## config.mk

```make
export PLATFORM = sky130hd
export DESIGN_NAME = filter_scan_controller
export DESIGN_NICKNAME = d
export VERILOG_FILES = /design/src/rtl/filter_pkg.sv /design/src/rtl/filter_scan_controller_valid_delay.sv /design/src/rtl/filter_scan_controller.sv
export SDC_FILE = /design/constraint.sdc
export NUM_CORES = 2
export LEC_CHECK = 0
export ABC_AREA = 1
export BUFFER_PORTS_ARGS = -buffer_cell sky130_fd_sc_hd__clkbuf_2
export CAP_MARGIN = 0
export CORE_UTILIZATION = 41
export DETAILED_ROUTE_END_ITERATION = 8
export HOLD_SLACK_MARGIN = 0.06
export PLACE_DENSITY = 0.61
export SYNTH_ARGS = -nofsm -noshare
export SYNTH_HDL_FRONTEND = slang
export SYNTH_HIERARCHICAL = 1
export SYNTH_SLANG_ARGS = --single-unit
```

## constraint.sdc

```tcl
create_clock -name clk -period 9 [get_ports clk]
set_input_delay 0.45 -clock clk [delete_from_list [all_inputs] [get_ports clk]]
set_output_delay 0.45 -clock clk [all_outputs]
set_load 0.02 [all_outputs]
```

## src/rtl/filter_pkg.sv

```systemverilog
// Shared types and pipeline offsets for the median-filter scan controller.
package filter_pkg;

  localparam int unsigned ADDR_W_DEF = 16;
  // Read strobe to RAM data valid, and read strobe to fifo1 write strobe.
  localparam int unsigned RAM_LAT    = 1;
  localparam int unsigned FIFO1_OFS  = 4;

  typedef enum logic [1:0] {
    ST_IDLE   = 2'd0,
    ST_READ   = 2'd1,
    ST_DRAIN  = 2'd2,
    ST_FINISH = 2'd3
  } state_e;

endpackage

```

## src/rtl/filter_scan_controller_valid_delay.sv

```systemverilog
// Fixed-length shift line carrying a strobe and its address.
module valid_delay #(
  parameter int unsigned LEN    = 1,
  parameter int unsigned ADDR_W = 16
) (
  input  logic              clk,
  input  logic              nres,
  input  logic              i_vld,
  input  logic [ADDR_W-1:0] i_addr,
  output logic              o_vld,
  output logic [ADDR_W-1:0] o_addr
);

  logic [LEN-1:0]    r_vld;
  logic [ADDR_W-1:0] r_addr [LEN];

  always_ff @(posedge clk or negedge nres) begin
    if (!nres) begin
      r_vld <= '0;
      for (int i = 0; i < LEN; i++) r_addr[i] <= '0;
    end else begin
      for (int i = LEN - 1; i > 0; i--) begin
        r_vld[i]  <= r_vld[i-1];
        r_addr[i] <= r_addr[i-1];
      end
      r_vld[0]  <= i_vld;
      r_addr[0] <= i_addr;
    end
  end

  assign o_vld  = r_vld[LEN-1];
  assign o_addr = r_addr[LEN-1];

endmodule

```

## src/rtl/filter_scan_controller.sv

```systemverilog
// Raster-scan sequencer for a 3x3 median filter: reads every pixel once,
// drives the two line buffers and sorter, and writes back interior medians.
module filter_scan_controller
  import filter_pkg::*;
#(
  parameter int unsigned IMG_W    = 256,
  parameter int unsigned IMG_H    = 256,
  parameter int unsigned ADDR_W   = ADDR_W_DEF,
  parameter int unsigned SORT_LAT = 1
) (
  input  logic              clk,
  input  logic              nres,
  input  logic              start,
  output logic              busy,
  output logic              done,
  output logic              ram_rd_en,
  output logic [ADDR_W-1:0] ram_rd_addr,
  output logic              ram_wr_en,
  output logic [ADDR_W-1:0] ram_wr_addr,
  output logic              fifo1_wr_en,
  output logic              fifo1_rd_en,
  output logic              fifo2_wr_en,
  output logic              fifo2_rd_en,
  output logic              sort_en
);

  localparam logic [ADDR_W-1:0] LAST_ADDR   = ADDR_W'(IMG_W * IMG_H - 1);
  localparam logic [ADDR_W-1:0] CTR_OFS     = ADDR_W'(IMG_W + 1);
  localparam logic [ADDR_W-1:0] COL_LAST    = ADDR_W'(IMG_W - 1);
  localparam logic [ADDR_W-1:0] FIFO_RD_MIN = ADDR_W'(IMG_W - 3);
  localparam logic [ADDR_W-1:0] WIN_MIN     = ADDR_W'(2);

  if ((64'(IMG_W) * 64'(IMG_H) > (64'd1 << ADDR_W)) || (IMG_W < 4) || (IMG_H < 3) ||
      (SORT_LAT < 1)) begin : g_param_chk
    $error("filter_scan_controller: illegal image geometry or latency");
  end

  state_e            r_state, w_state_nxt;
  logic              r_busy, r_done, r_rd_en;
  logic [ADDR_W-1:0] r_rd_addr;
  logic              w_ram_vld;
  logic [ADDR_W-1:0] w_ram_addr;
  logic [ADDR_W-1:0] r_col, r_row;
  logic              r_sort_en;
  logic [ADDR_W-1:0] r_sort_addr;
  logic              w_wr_en;
  logic [ADDR_W-1:0] w_wr_addr;
  logic [ADDR_W-1:0] r_wr_pend, w_wr_pend_nxt;
  logic              w_pending;
  logic              w_f1_vld, w_f2_vld;
  logic [ADDR_W-1:0] w_f1_addr, w_f2_addr, r_f1_addr;
  logic              r_f1_wr, r_f1_rd, r_f2_wr, r_f2_rd;

  // Writes issued by the sorter but not yet strobed out, as of next cycle.
  assign w_wr_pend_nxt = r_wr_pend + ADDR_W'(r_sort_en) - ADDR_W'(w_wr_en);
  assign w_pending     = w_ram_vld | r_sort_en | (w_wr_pend_nxt != '0);

  always_ff @(posedge clk or negedge nres) begin
    if (!nres) r_state <= ST_IDLE;
    else       r_state <= w_state_nxt;
  end

  always_comb begin
    w_state_nxt = r_state;
    case (r_state)
      ST_IDLE:   if (start) w_state_nxt = ST_READ;
      ST_READ:   if (r_rd_addr == LAST_ADDR) w_state_nxt = ST_DRAIN;
      ST_DRAIN:  if (!w_pending) w_state_nxt = ST_FINISH;
      ST_FINISH: w_state_nxt = ST_IDLE;
      default:   w_state_nxt = ST_IDLE;
    endcase
  end

  always_ff @(posedge clk or negedge nres) begin
    if (!nres) begin
      r_busy    <= 1'b0;
      r_done    <= 1'b0;
      r_rd_en   <= 1'b0;
      r_rd_addr <= '0;
      r_wr_pend <= '0;
    end else begin
      r_busy    <= (w_state_nxt == ST_READ) || (w_state_nxt == ST_DRAIN);
      r_done    <= (w_state_nxt == ST_FINISH);
      r_rd_en   <= (w_state_nxt == ST_READ);
      r_rd_addr <= ((r_state == ST_READ) && (w_state_nxt == ST_READ)) ?
                   r_rd_addr + ADDR_W'(1) : '0;
      r_wr_pend <= w_wr_pend_nxt;
    end
  end

  valid_delay #(.LEN(RAM_LAT), .ADDR_W(ADDR_W)) u_ram_dly (
    .clk(clk), .nres(nres), .i_vld(r_rd_en), .i_addr(r_rd_addr),
    .o_vld(w_ram_vld), .o_addr(w_ram_addr)
  );

  // Counters hold the raster position of the pixel entering the first tap.
  always_ff @(posedge clk or negedge nres) begin
    if (!nres) begin
      r_col       <= '0;
      r_row       <= '0;
      r_sort_en   <= 1'b0;
      r_sort_addr <= '0;
    end else begin
      r_sort_en   <= w_ram_vld && (r_row >= WIN_MIN) && (r_col >= WIN_MIN);
      r_sort_addr <= w_ram_addr - CTR_OFS;
      if (r_state == ST_IDLE) begin
        r_col <= '0;
        r_row <= '0;
      end else if (w_ram_vld) begin
        if (r_col == COL_LAST) begin
          r_col <= '0;
          r_row <= r_row + ADDR_W'(1);
        end else begin
          r_col <= r_col + ADDR_W'(1);
        end
      end
    end
  end

  valid_delay #(.LEN(SORT_LAT), .ADDR_W(ADDR_W)) u_wr_dly (
    .clk(clk), .nres(nres), .i_vld(r_sort_en), .i_addr(r_sort_addr),
    .o_vld(w_wr_en), .o_addr(w_wr_addr)
  );

  valid_delay #(.LEN(FIFO1_OFS - 1), .ADDR_W(ADDR_W)) u_f1_dly (
    .clk(clk), .nres(nres), .i_vld(r_rd_en), .i_addr(r_rd_addr),
    .o_vld(w_f1_vld), .o_addr(w_f1_addr)
  );

  valid_delay #(.LEN(IMG_W - 1), .ADDR_W(ADDR_W)) u_f2_dly (
    .clk(clk), .nres(nres), .i_vld(r_f1_wr), .i_addr(r_f1_addr),
    .o_vld(w_f2_vld), .o_addr(w_f2_addr)
  );

  // Pixel index j equals the number of earlier fifo writes in this pass.
  always_ff @(posedge clk or negedge nres) begin
    if (!nres) begin
      r_f1_wr   <= 1'b0;
      r_f1_rd   <= 1'b0;
      r_f1_addr <= '0;
      r_f2_wr   <= 1'b0;
      r_f2_rd   <= 1'b0;
    end else begin
      r_f1_wr   <= w_f1_vld;
      r_f1_rd   <= w_f1_vld && (w_f1_addr >= FIFO_RD_MIN);
      r_f1_addr <= w_f1_addr;
      r_f2_wr   <= w_f2_vld;
      r_f2_rd   <= w_f2_vld && (w_f2_addr >= FIFO_RD_MIN);
    end
  end

  assign busy        = r_busy;
  assign done        = r_done;
  assign ram_rd_en   = r_rd_en;
  assign ram_rd_addr = r_rd_addr;
  assign ram_wr_en   = w_wr_en;
  assign ram_wr_addr = w_wr_addr;
  assign fifo1_wr_en = r_f1_wr;
  assign fifo1_rd_en = r_f1_rd;
  assign fifo2_wr_en = r_f2_wr;
  assign fifo2_rd_en = r_f2_rd;
  assign sort_en     = r_sort_en;

endmodule
```

==> summary.md <==
| Metric | Value |
|---|---|
| Clock share of power | 44.2% |
| Largest net degree at the start of global routing | between 200 and 250 |
| IO buf count | 43 |
| Max-cap viol count | 0 |
| Cell Area, Synth | 116000 sq um |
| Reg2reg path depth | 20 |
| Worst-Margin Slew | 1.06 ns |
| H-tree levels | 5 |
| # IOs | 44 |
| Via count | 39900 |
| Final Slew Violations | 0 |
| Reg-to-reg startpoint | u_wr_dly/o_vld |
| Antenna Nets Post-Route | 0 |
| Share of cells above drive strength 1 | 13.1% |
| Post-route clock period utilization | 42.8% |
| Multi-input logic area | 2460 sq um |
| Site row count | 195 |
| Most common cell in the netlist | dfrtp_1 |
| Syn nets | just over 5000 |
| CP startpoint kind | register |
| Hold crit path type | in2async |
| Pint | between 30 and 40 mW |
| Syn avg cell area | approximately 23 sq um |
| Die height | 535 microns |
| Max Fclk | between 200 and 300 MHz |
| Clock tree sinks | about 4500 |
| # placed instances | 8916 |
| Switching pwr | 8.59 mW |
| Asr flop ratio synth | 100% |
| Worst IR drop on VDD | between 0.2 and 0.25 mV |
| Post_cts resized | 0 |
| Minimum clock period | between 3 and 4 ns |
| Comb pwr share | between 3 and 4% |
| Via density | between 4 and 5 |
| Yosys Warn Count | 6 |
| Distinct cells, synth | 44 |
| Die width | about 530 microns |
| Worst Skew | approximately 0.058 ns |
| RSZ-0062 raised after global routing | no |
| Final Hold Fails | 0 |
| RePlAce Congestion | between 0.7 and 0.8 |
| Flop pwr share | approximately 52% |
| Sw frac | a little over a fifth |
| Layout Area Growth over Synthesis | 16.8% |
| Num CTS Buffers | about 410 |
| Worst setup EP type | register |
| Finished Layout Cells | roughly 9700 |
| Drc violations | 0 |
| R2r endpoint | ram_rd_addr[6] |
| DP Worst Slack | around 5.2 ns |
| Core area | 282000 sq um |
| Post-CTS setup buffers | 0 |
| Total gr overflow | 0 |
| Drt first-iter violations | 2599 |
| Synth area leaders | dfrtp_1 97%, nand2_1 0.46%, inv_1 0.36% |
| Avg WL per Cell | ~15 microns |
| Vias in the first global route | ~46000 |
| CTS max path bufs | 4 |
| Die area | ~290000 sq um |
| Total power | between 40 and 50 mW |
| Setup ws final | between 5 and 6 ns |
| Rel. slew slack | approximately 29% |
| Post-DP HPWL | between 50000 and 60000 microns |
| Max FO, Critical Path | 12 |
| Post-layout util | 48.2% |
| Worst-path clk slew | approximately 0.06 ns |
| Sequential cell area | 113000 sq um |
| Filler instances | roughly 22000 |
| Cell area power density | between 200 and 300 nW/um^2 |
| FF+latch count, synth | approximately 4500 |
| CTS tree | yes |
| Setup slack, reg-to-reg | between 5 and 6 ns |
| Setup TNS | 0 ns |
| Initial Utilization | 41.2% |
| Top cells by count, synth | 4526 x dfrtp_1, 142 x nand2_1, 111 x inv_1 |
| Initial antenna violation count | 2 |
| Post-synth EDFFs | 0 |
| Req. time, crit path | 9.78 ns |
| Sequential area share after synthesis | between 90% and 100% |
| Top_reg_cell synth | dfrtp_1 |
| Final Setup Violations | 0 |
| Fin nets | between 5000 and 6000 |
| Root buf cell | clkbuf_16 |
| Leakage | a little over 70 nW |
| Crit path DAT | between 4 and 5 ns |
| Insertion delay to the later sink of the worst-skew pair | 0.88 ns |
| Synth Instances | 5128 |
| Post-synth top area share | roughly 97% |
| Kind of critical path | reg2reg |
| Global-route wire length before repair | between 200000 and 300000 microns |
| Run status | finished, final reports clean |
| Cell taking the most area after synthesis | dfrtp_1 |
| GRT Overall Usage | 10.9% |
| Final WL | about 150000 microns |
| First-pass DRT Iterations | 8 |
## power groups by stage
stage / logic [mW] / clock network (mW) / registers, mW
final: 1.38 / 18.0 / 21.3
after global routing: 1.58 / 19.5 / 21.4
after CTS: 1.38 / 18.7 / 21.3
after detailed placement: 1.37 / 0 / 21.7
after global placement: 1.29 / 0 / 21.7
after floorplan: 0.685 / 0 / 21.6
## sequential cells by signal, indices dropped and copies added (netlist names), 2 cells and up
signal and count:
u_f1_dly/r_vld 3, r_row 16, r_f1_addr 16, u_f1_dly/o_addr 16, r_sort_addr 16, u_f2_dly/o_addr 16
u_ram_dly/o_addr 16, r_state 2, ram_rd_addr 16, u_wr_dly/o_addr 16, r_wr_pend 16, u_f2_dly/r_addr 4064
r_col 16, u_f1_dly/r_addr 32, u_f2_dly/r_vld 255
## worst max path at each step
stage	from	endpoint	slack (ns)	depth (start not counted)
after floorplan	u_wr_dly/o_vld	ram_rd_addr[3]	5.78	21
after global placement	u_wr_dly/o_vld	ram_rd_addr[13]	5.36	20
after detailed placement	u_wr_dly/o_vld	ram_rd_addr[5]	5.24	20
after CTS	u_wr_dly/o_vld	ram_rd_addr[6]	5.21	20
after global routing	u_wr_dly/o_vld	ram_rd_addr[4]	4.85	20
final	u_wr_dly/o_vld	ram_rd_addr[6]	5.14	20
## final cells by class
type | instances | share of cell area [%]
clock inverters | 149 | 1.65
diodes | 2 | 0.00368
well taps | 3743 | 3.44
repair buffers | 83 | 0.578
flip-flops and latches | 4526 | 83.3
inverters | 119 | 0.331
clock buffers | 600 | 8.93
multi-input cells | 447 | 1.81
## critical path: stages, from the launching register on
cell,delay (ns)
dfrtp_1,0.38
ha_1,0.29
inv_1,0.07
ha_1,0.17
inv_1,0.06
fa_1,0.41
inv_1,0.12
nand3_1,0.10
nand2_1,0.11
nand2_1,0.07
nand2_1,0.11
xor2_1,0.27
nand3_1,0.14
nor2_1,0.11
nand3_1,0.09
a21oi_1,0.26
ha_1,0.21
nand2_1,0.19
inv_1,0.32
o21ai_0,0.14
a21oi_1,0.16
## metrics by stage
step	hold slack [ns]	area, sq um
finish	0.169	136000
global route	0.183	136000
CTS	0.149	136000
detailed placement	0.335	122000
global placement	0.331	122000
floorplan	0.154	116000
## cell usage in the layout (no fill, tap or decap), drive strengths merged
cell type    instances
a211oi               1
a21oi               35
a311oi               1
a31o                 1
a31oi                4
a41oi                1
and3                 1
buf                 39
bufinv              47
clkbuf             642
clkinv              82
clkinvlp            12
dfrtp             4526
diode                2
dlygate4sd3          2
fa                   1
ha                  24
inv                127
nand2              146
nand3               51
nand3b               3
nand4                7
nor2                77
nor3                15
nor4                13
o2111ai              2
o21ai               29
o221a                1
o22ai                2
o31ai                4
or2                  1
xnor2                8
xor2                19
## routing by layer
layer  vias up  track usage (%)  wire length (microns)
li1      16900                -                      -
met1     21900             16.1                  70700
met2       700             16.2                  67500
met3       407             2.33                   6080
met4         0             4.00                   4630
met5         -                0                      0
## logic make-up (layout without fill, tap and decap cells)
| kind of cell | after synthesis | count (layout) | share of synthesized area [%] |
|---|---|---|---|
| buffers and inverters | 155 | 951 | 0.610 |
| AND/OR/NAND/NOR | 314 | 314 | 1.24 |
| adder cells (fa/ha/maj) | 25 | 25 | 0.275 |
| other | 0 | 2 | 0 |
| flip-flops | 4526 | 4526 | 97.3 |
| XOR/XNOR | 27 | 27 | 0.203 |
| AO/OA/AOI/OAI | 81 | 81 | 0.400 |
## repair_timing
action                                  4_1_cts  5_1_grt
hold endpoints to repair                    104        0
hold buffers                                  2        0
endpoints found under the setup margin        0        0
No activity file was read; power rests on OpenSTA's default activity.
